<file path="config.mk">
export PLATFORM = sky130hd
export DESIGN_NAME = alu_cmd_sequencer
export DESIGN_NICKNAME = d
export VERILOG_FILES = /design/src/rtl/alu_cmd_sequencer_pkg.sv /design/src/rtl/alu_cmd_sequencer.sv
export SDC_FILE = /design/constraint.sdc
export NUM_CORES = 1
export LEC_CHECK = 0
export ABC_CLOCK_PERIOD_IN_PS = 1670
export CAP_MARGIN = 15
export CORE_MARGIN = 1.5
export CORE_UTILIZATION = 30
export CTS_CLUSTER_SIZE = 14
export DETAILED_ROUTE_END_ITERATION = 6
export PLACE_DENSITY = 0.75
export SYNTH_ARGS = -nofsm -noshare
export SYNTH_HDL_FRONTEND = slang
export SYNTH_SLANG_ARGS = --single-unit
</file>
<file path="constraint.sdc">
create_clock -name clk -period 1.67 [get_ports clk]
set_clock_uncertainty 0.05 [all_clocks]
set_input_delay 0.167 -clock clk [delete_from_list [all_inputs] [get_ports clk]]
set_output_delay 0.167 -clock clk [all_outputs]
set_load 0.05 [all_outputs]
</file>
<file path="src/rtl/alu_cmd_sequencer_pkg.sv">
// Shared constants for the ALU command sequencer and the ALU itself:
// opcode encodings, sequencer FSM encodings and default widths.
package alu_cmd_sequencer_pkg;

  localparam int unsigned DATA_W_DEF = 16;
  localparam int unsigned OP_W_DEF   = 3;

  localparam logic [OP_W_DEF-1:0] OP_PASS = 3'd0;
  localparam logic [OP_W_DEF-1:0] OP_MUL  = 3'd1;
  localparam logic [OP_W_DEF-1:0] OP_ADD  = 3'd2;
  localparam logic [OP_W_DEF-1:0] OP_SUB  = 3'd3;
  localparam logic [OP_W_DEF-1:0] OP_DIV  = 3'd4;
  localparam logic [OP_W_DEF-1:0] OP_MOD  = 3'd5;

  localparam logic [1:0] S_IDLE = 2'd0;
  localparam logic [1:0] S_EXEC = 2'd1;
  localparam logic [1:0] S_WB   = 2'd2;

  function automatic logic op_is_legal(input logic [OP_W_DEF-1:0] op);
    return op <= OP_MOD;
  endfunction

  function automatic logic op_divides(input logic [OP_W_DEF-1:0] op);
    return (op == OP_DIV) || (op == OP_MOD);
  endfunction

endpackage

</file>
<file path="src/rtl/alu_cmd_sequencer.sv">
// Accepts one ALU command at a time, drives the ALU for a settle cycle and
// writes the result into the accumulator; flags illegal and divide-by-zero commands.
module alu_cmd_sequencer
  import alu_cmd_sequencer_pkg::*;
#(
  parameter int unsigned DATA_W = DATA_W_DEF,
  parameter int unsigned OP_W   = OP_W_DEF
) (
  input  logic              clk,
  input  logic              rst,
  input  logic              cmd_valid,
  output logic              cmd_ready,
  input  logic [OP_W-1:0]   cmd_op,
  input  logic [DATA_W-1:0] cmd_operand,
  output logic [DATA_W-1:0] alu_in_bus,
  output logic [DATA_W-1:0] alu_in_ac,
  output logic [OP_W-1:0]   alu_operation,
  input  logic [DATA_W-1:0] alu_data_out,
  output logic [DATA_W-1:0] ac_out,
  output logic              busy,
  output logic              done,
  output logic              err
);

  logic [1:0] state;
  logic       cmd_fail;

  // Failure is judged on the registered command, which is what the ALU sees.
  always_comb begin
    cmd_fail = !op_is_legal(alu_operation) ||
               (op_divides(alu_operation) && (alu_in_bus == '0));
  end

  always_ff @(posedge clk) begin
    if (rst) begin
      state         <= S_IDLE;
      ac_out        <= '0;
      alu_in_bus    <= '0;
      alu_operation <= OP_PASS;
      done          <= 1'b0;
      err           <= 1'b0;
    end else begin
      done <= 1'b0;
      err  <= 1'b0;
      case (state)
        S_IDLE: begin
          if (cmd_valid) begin
            alu_in_bus    <= cmd_operand;
            alu_operation <= cmd_op;
            state         <= S_EXEC;
          end
        end
        S_EXEC: state <= S_WB;
        S_WB: begin
          if (!cmd_fail) ac_out <= alu_data_out;
          done  <= 1'b1;
          err   <= cmd_fail;
          state <= S_IDLE;
        end
        default: state <= S_IDLE;
      endcase
    end
  end

  assign cmd_ready = (state == S_IDLE);
  assign busy      = !cmd_ready;
  assign alu_in_ac = ac_out;

endmodule

</file>
-- Word level (Yosys, flattened, before mapping)
Cells that the tools add are included.
- register bits after elaboration: 39
- input port bits: 38
- output and inout port bits: 55
- magnitude comparators: 1
- equal/unequal tests: 5
- muxes and demuxes: 3
- bitwise operators: 2
- reductions and logical operators: 10
- operators by type and width (operator ; number):
    $logic_not A16 Y1 ; 1
    $eq A3 B3 Y1 const B ; 2
    $pmux W2 S2 ; 1
    $reduce_and A2 Y1 ; 2
    $le A3 B3 Y1 const B ; 1
    $eq A2 B1 Y1 const B ; 1
    $eq A2 B2 Y1 const B ; 1
    $logic_not A1 Y1 ; 2
    $logic_not A2 Y1 ; 1
    $logic_or A1 B1 Y1 ; 2
    $mux W2 ; 1
    $ne A2 B2 Y1 const B ; 1
    $not A1 Y1 ; 2
    $reduce_or A2 Y1 ; 1
    $logic_and A1 B1 Y1 ; 1
    $mux W1 ; 1

-- Depth between registers and ports, before layout
- depth in word-level cells: 6
- depth in mapped cells: 7

-- Worst setup path before layout
OpenSTA, ideal clock, no wires.
- path type: register to register
- start point: reg state[1]
- end point: reg alu_in_bus[10]
- arrival: 1.777 ns
- slack: -0.227 ns
- cell stages (with the launch flop): 7
- cells stage by stage: dfxtp_1 > nor2_1 > and2_1 > buf_2 > buf_2 > nand2_1 > a21oi_1
- cells in the longest elaborated chain, start to end: 2
- ends and longest elaborated chain (element ; RTL line ; source):
    from (decl) ; alu_cmd_sequencer.sv:25 ; logic [1:0] state;
    from (signal assigned) ; alu_cmd_sequencer.sv:36 ; state <= S_IDLE;
    from (signal assigned) ; alu_cmd_sequencer.sv:50 ; state <= S_EXEC;
    from (signal assigned) ; alu_cmd_sequencer.sv:53 ; S_EXEC: state <= S_WB;
    $logic_not A2 Y1 ; -- ;
    named net cmd_ready ; alu_cmd_sequencer.sv:12 ; output logic cmd_ready,
    $reduce_and A2 Y1 (no source line) ; -- ;
    to (signal assigned) ; alu_cmd_sequencer.sv:48 ; alu_in_bus <= cmd_operand;
    to (decl) ; alu_cmd_sequencer.sv:15 ; output logic [DATA_W-1:0] alu_in_bus,
The timed path passes the listed nets, and every way through them passes these cells.
A chain may end at the register's enable or synchronous reset.

-- Worst setup path after layout
- start point: reg err
- end point: out err
- RTL lines (element ; RTL line ; source):
    from (decl) ; alu_cmd_sequencer.sv:22 ; output logic err
    from (signal assigned) ; alu_cmd_sequencer.sv:57 ; err <= cmd_fail;
No word-level cell between the ends.

==> impl_metrics.sql <==
INSERT INTO impl_metrics (metric_group, metric, value, unit) VALUES
('die', 'design.core.area', '5510', 'sq um'),
('clocking', 'cts-buffers-inserted', '5', ''),
('setup_path', 'critPathArrivalTime', '1.39', 'ns'),
('placement', 'postPlaceCellArea', '2460', 'sq um'),
('die', 'fp.dieArea', '6150', 'sq um'),
('setup_path', 'worstPathRequired', '1.45', 'ns'),
('die', 'top_level_ports', '93', ''),
('sta', 'fin_crit_sh', '96.0', '%'),
('clocking', 'clock_path_buffers', '2', ''),
('placement', 'placed_cells_incl_taps', '337', ''),
('cells_and_area', 'num_antenna_cells', '0', ''),
('sta', 'worst-slew-pin-transition', '0.491', 'ns'),
('global_routing', 'number_of_global_route_vias_before_repair', '1573', ''),
('setup_path', 'path_depth', '1', ''),
('die', 'floorplan.die.width', '78.4', 'um'),
('pwr', 'ir_drop_worst_vdd', '0.496', 'mV'),
('setup_path', 'timing.reg2reg.worst_path_depth', '5', ''),
('setup_path', 'critical_path_start_end_classification', 'flop to output pin', ''),
('placement', 'dp_slack', '0.0815', 'ns'),
('routing', 'post_drt_wl_per_cell', '13.5', 'um'),
('routing', 'number_of_remaining_drc_errors', '0', ''),
('sta', 'worst_slew_margin_rel', '67.2', '%'),
('global_routing', 'groute.usage.overall', '15.7', '%'),
('routing', 'number_of_design_rule_violations_left_by_the_first_detailed_router_iteration', '106', ''),
('cells_and_area', 'drive_above_1_share', '30.5', '%'),
('worst_hold_path', 'min-delay-path-class', 'input pin to flop', ''),
('cells_and_area', 'nFillCells', '581', ''),
('logic_synthesis', 'syn_avg_cell_area', '8.75', 'sq um'),
('logic_synthesis', 'synth_cells', '195', ''),
('setup_path', 'critical_path.slowest_cell', 'clkdlybuf4s50_1', ''),
('logic_synthesis', 'synth_area', '1710', 'sq um'),
('logic_synthesis', 'synth_nets', '233', ''),
('global_routing', 'gr-usage-met2', '25.9', '%'),
('placement', 'hpwlAfterDp', '3380', 'um'),
('clocking', 'cts_setup_buffers', '0', ''),
('setup_path', 'critical_path.max_stage_delay', '0.79', 'ns'),
('job', 'max_cap_violations', '0', ''),
('sta', 'layout_setup_ws', '0.0670', 'ns'),
('setup_path', 'worst-path-max-fanout', '1', ''),
('setup_path', 'crit_chain', 'clkdlybuf4s50_1', ''),
('clocking', 'cts_tree', 'yes', ''),
('setup_path', 'critical_path.n_buffers_inverters', '1', ''),
('die', 'fp.dieH', '78.4', 'um'),
('setup_path', 'worst_path_dominant_cell_family', 'buffers and inverters', ''),
('cells_and_area', 'finish.cell_count_without_fillers', '344', ''),
('global_routing', 'grt_max_degree', '25', ''),
('sta', 'final_max_slew_viol_count', '0', ''),
('global_routing', 'overflow', '0', ''),
('pwr', 'power.density', '874', 'nW/um^2'),
('routing', 'drt_pass1_iterations', '4', ''),
('cells_and_area', 'design.final.nets', '310', ''),
('logic_synthesis', 'synth.yosys.seq_area_share', '45.7', '%'),
('logic_synthesis', 'ys_seq_elements', '39', ''),
('clocking', 'post_cts_hold_buffer_count', '0', ''),
('sta', 'post-route-min-period', '1.60', 'ns'),
('routing', 'routed-via-count', '1652', ''),
('sta', 'number_of_setup_violations_in_the_final_report', '0', ''),
('sta', 'fin_setup_tns', '0', 'ns'),
('global_routing', 'initial_antenna_violation_count', '0', ''),
('setup_path', 'worst_setup_path_start_kind', 'flop', ''),
('global_routing', 'gr-max-usage-layer', 'met2', ''),
('status', 'status', 'complete, no violations', ''),
('cells_and_area', 'final_area', '2570', 'sq um'),
('sta', 'finalHoldViolCount', '0', ''),
('cells_and_area', 'syn_to_final_growth', '50.4', '%'),
('routing', 'route.antenna.remaining_nets', '0', ''),
('global_routing', 'grt.met3_usage', '5.93', '%'),
('placement', 'gpl.final_weighted_congestion', '0.675', ''),
('setup_path', 'endpoint_kind', 'output pin', ''),
('global_routing', 'grt_util_met1', '18.7', '%'),
('sta', 'fmax', '0.624', 'GHz');
-- cell families after synthesis --
logic type,count (synthesis),synth area share [%]
AO/OA/AOI/OAI,68,25.3
AND/OR/NAND/NOR,53,15.0
flip-flops,39,45.7
buffers and inverters,35,13.9
-- through the flow --
stage / hold slack (ns) / util [%] / total power [mW]
after floorplan: 0.196 / - / 1.41
after global placement: 0.390 / 44.6 / 1.62
after detailed placement: 0.399 / 44.6 / 1.63
after CTS: 0.354 / 46.2 / 2.27
after global routing: 0.381 / 46.6 / 2.35
final: 0.364 / 46.6 / 2.24
-- worst reg2reg max path, cell delays in order, from the launching register on --
cell and delay [ns]:
dfxtp_2 0.33, nor4_2 0.38, a41oi_2 0.16, buf_4 0.22
o211ai_1 0.19, a21oi_1 0.09
-- per-layer routing --
layer | wire, um | vias to the layer above
li1 | - | 820
met1 | 1910 | 755
met2 | 2240 | 69
met3 | 430 | 8
met4 | 59 | 0
met5 | 0 | -
-- final timing paths --
kind | slack [ns] | from | to
max | 0.07 | err | err
max reg2reg | 0.14 | alu_in_bus[2] | ac_out[6]
min reg2reg | 0.41 | state[1] | state[1]
min | 0.36 | cmd_op[2] | alu_operation[2]
-- sequential cells by signal, indices dropped and copies added (netlist names) --
| name | count |
|---|---|
| err | 1 |
| ac_out | 16 |
| state | 2 |
| alu_in_bus | 16 |
| alu_operation | 3 |
| done | 1 |
-- synthesized netlist by cell type --
library cell  number  area share (%)
buf_2              4             1.2
a41oi_2            1            0.95
inv_1              1            0.22
clkbuf_1           8             1.8
a21oi_1           35              10
nand2b_1           1            0.37
buf_4             16             7.0
nor2b_1            2            0.73
nor2_1             2            0.44
buf_1              1            0.22
and2_1             1            0.37
nand2_1           40             8.8
buf_12             1             1.2
clkbuf_8           1            0.81
clkinv_1           1            0.22
nor4_2             4             2.9
buf_6              2             1.3
nor3b_1            2            0.88
and4_1             1            0.51
o211ai_1          32              14
dfxtp_1           39              46
-- layout by cell type, fill, tap and decap left out --
cell type,instances
a21oi_1,35
a41oi_2,1
and2_1,1
and4_1,1
buf_12,1
buf_4,63
clkbuf_8,6
clkdlybuf4s50_1,39
clkinv_1,1
clkinv_2,1
dfxtp_1,35
dfxtp_2,4
inv_1,1
nand2_1,39
nand2_2,1
nand2b_2,1
nor2_1,1
nor2_2,1
nor2b_1,2
nor3b_1,2
nor4_2,2
nor4_4,2
o211ai_1,32
-- repair_timing --
item	in CTS	in global routing
hold endpoints to repair	0	0
resized for setup	0	4
endpoints found under the setup margin	0	10
-- cell type report --
cell class                 count  area (sq um)  share of cell area, %
inverter                       2          7.51                  0.292
clock inverter                 1          5.00                  0.195
timing repair buffer         103           883                   34.4
multi-input combinational    121           713                   27.8
sequential                    39           786                   30.6
clock buffer                   6          82.6                   3.22
tap                           72          90.1                   3.51
-- report_power, final --
group | leakage, nW | total, mW | internal (mW) | switching [mW]
combinational | 0.654 | 0.595 | 0.232 | 0.363
clock | 0.0470 | 0.634 | 0.324 | 0.310
sequential | 0.320 | 1.01 | 0.974 | 0.0408
(Power assumes the default switching activity.)
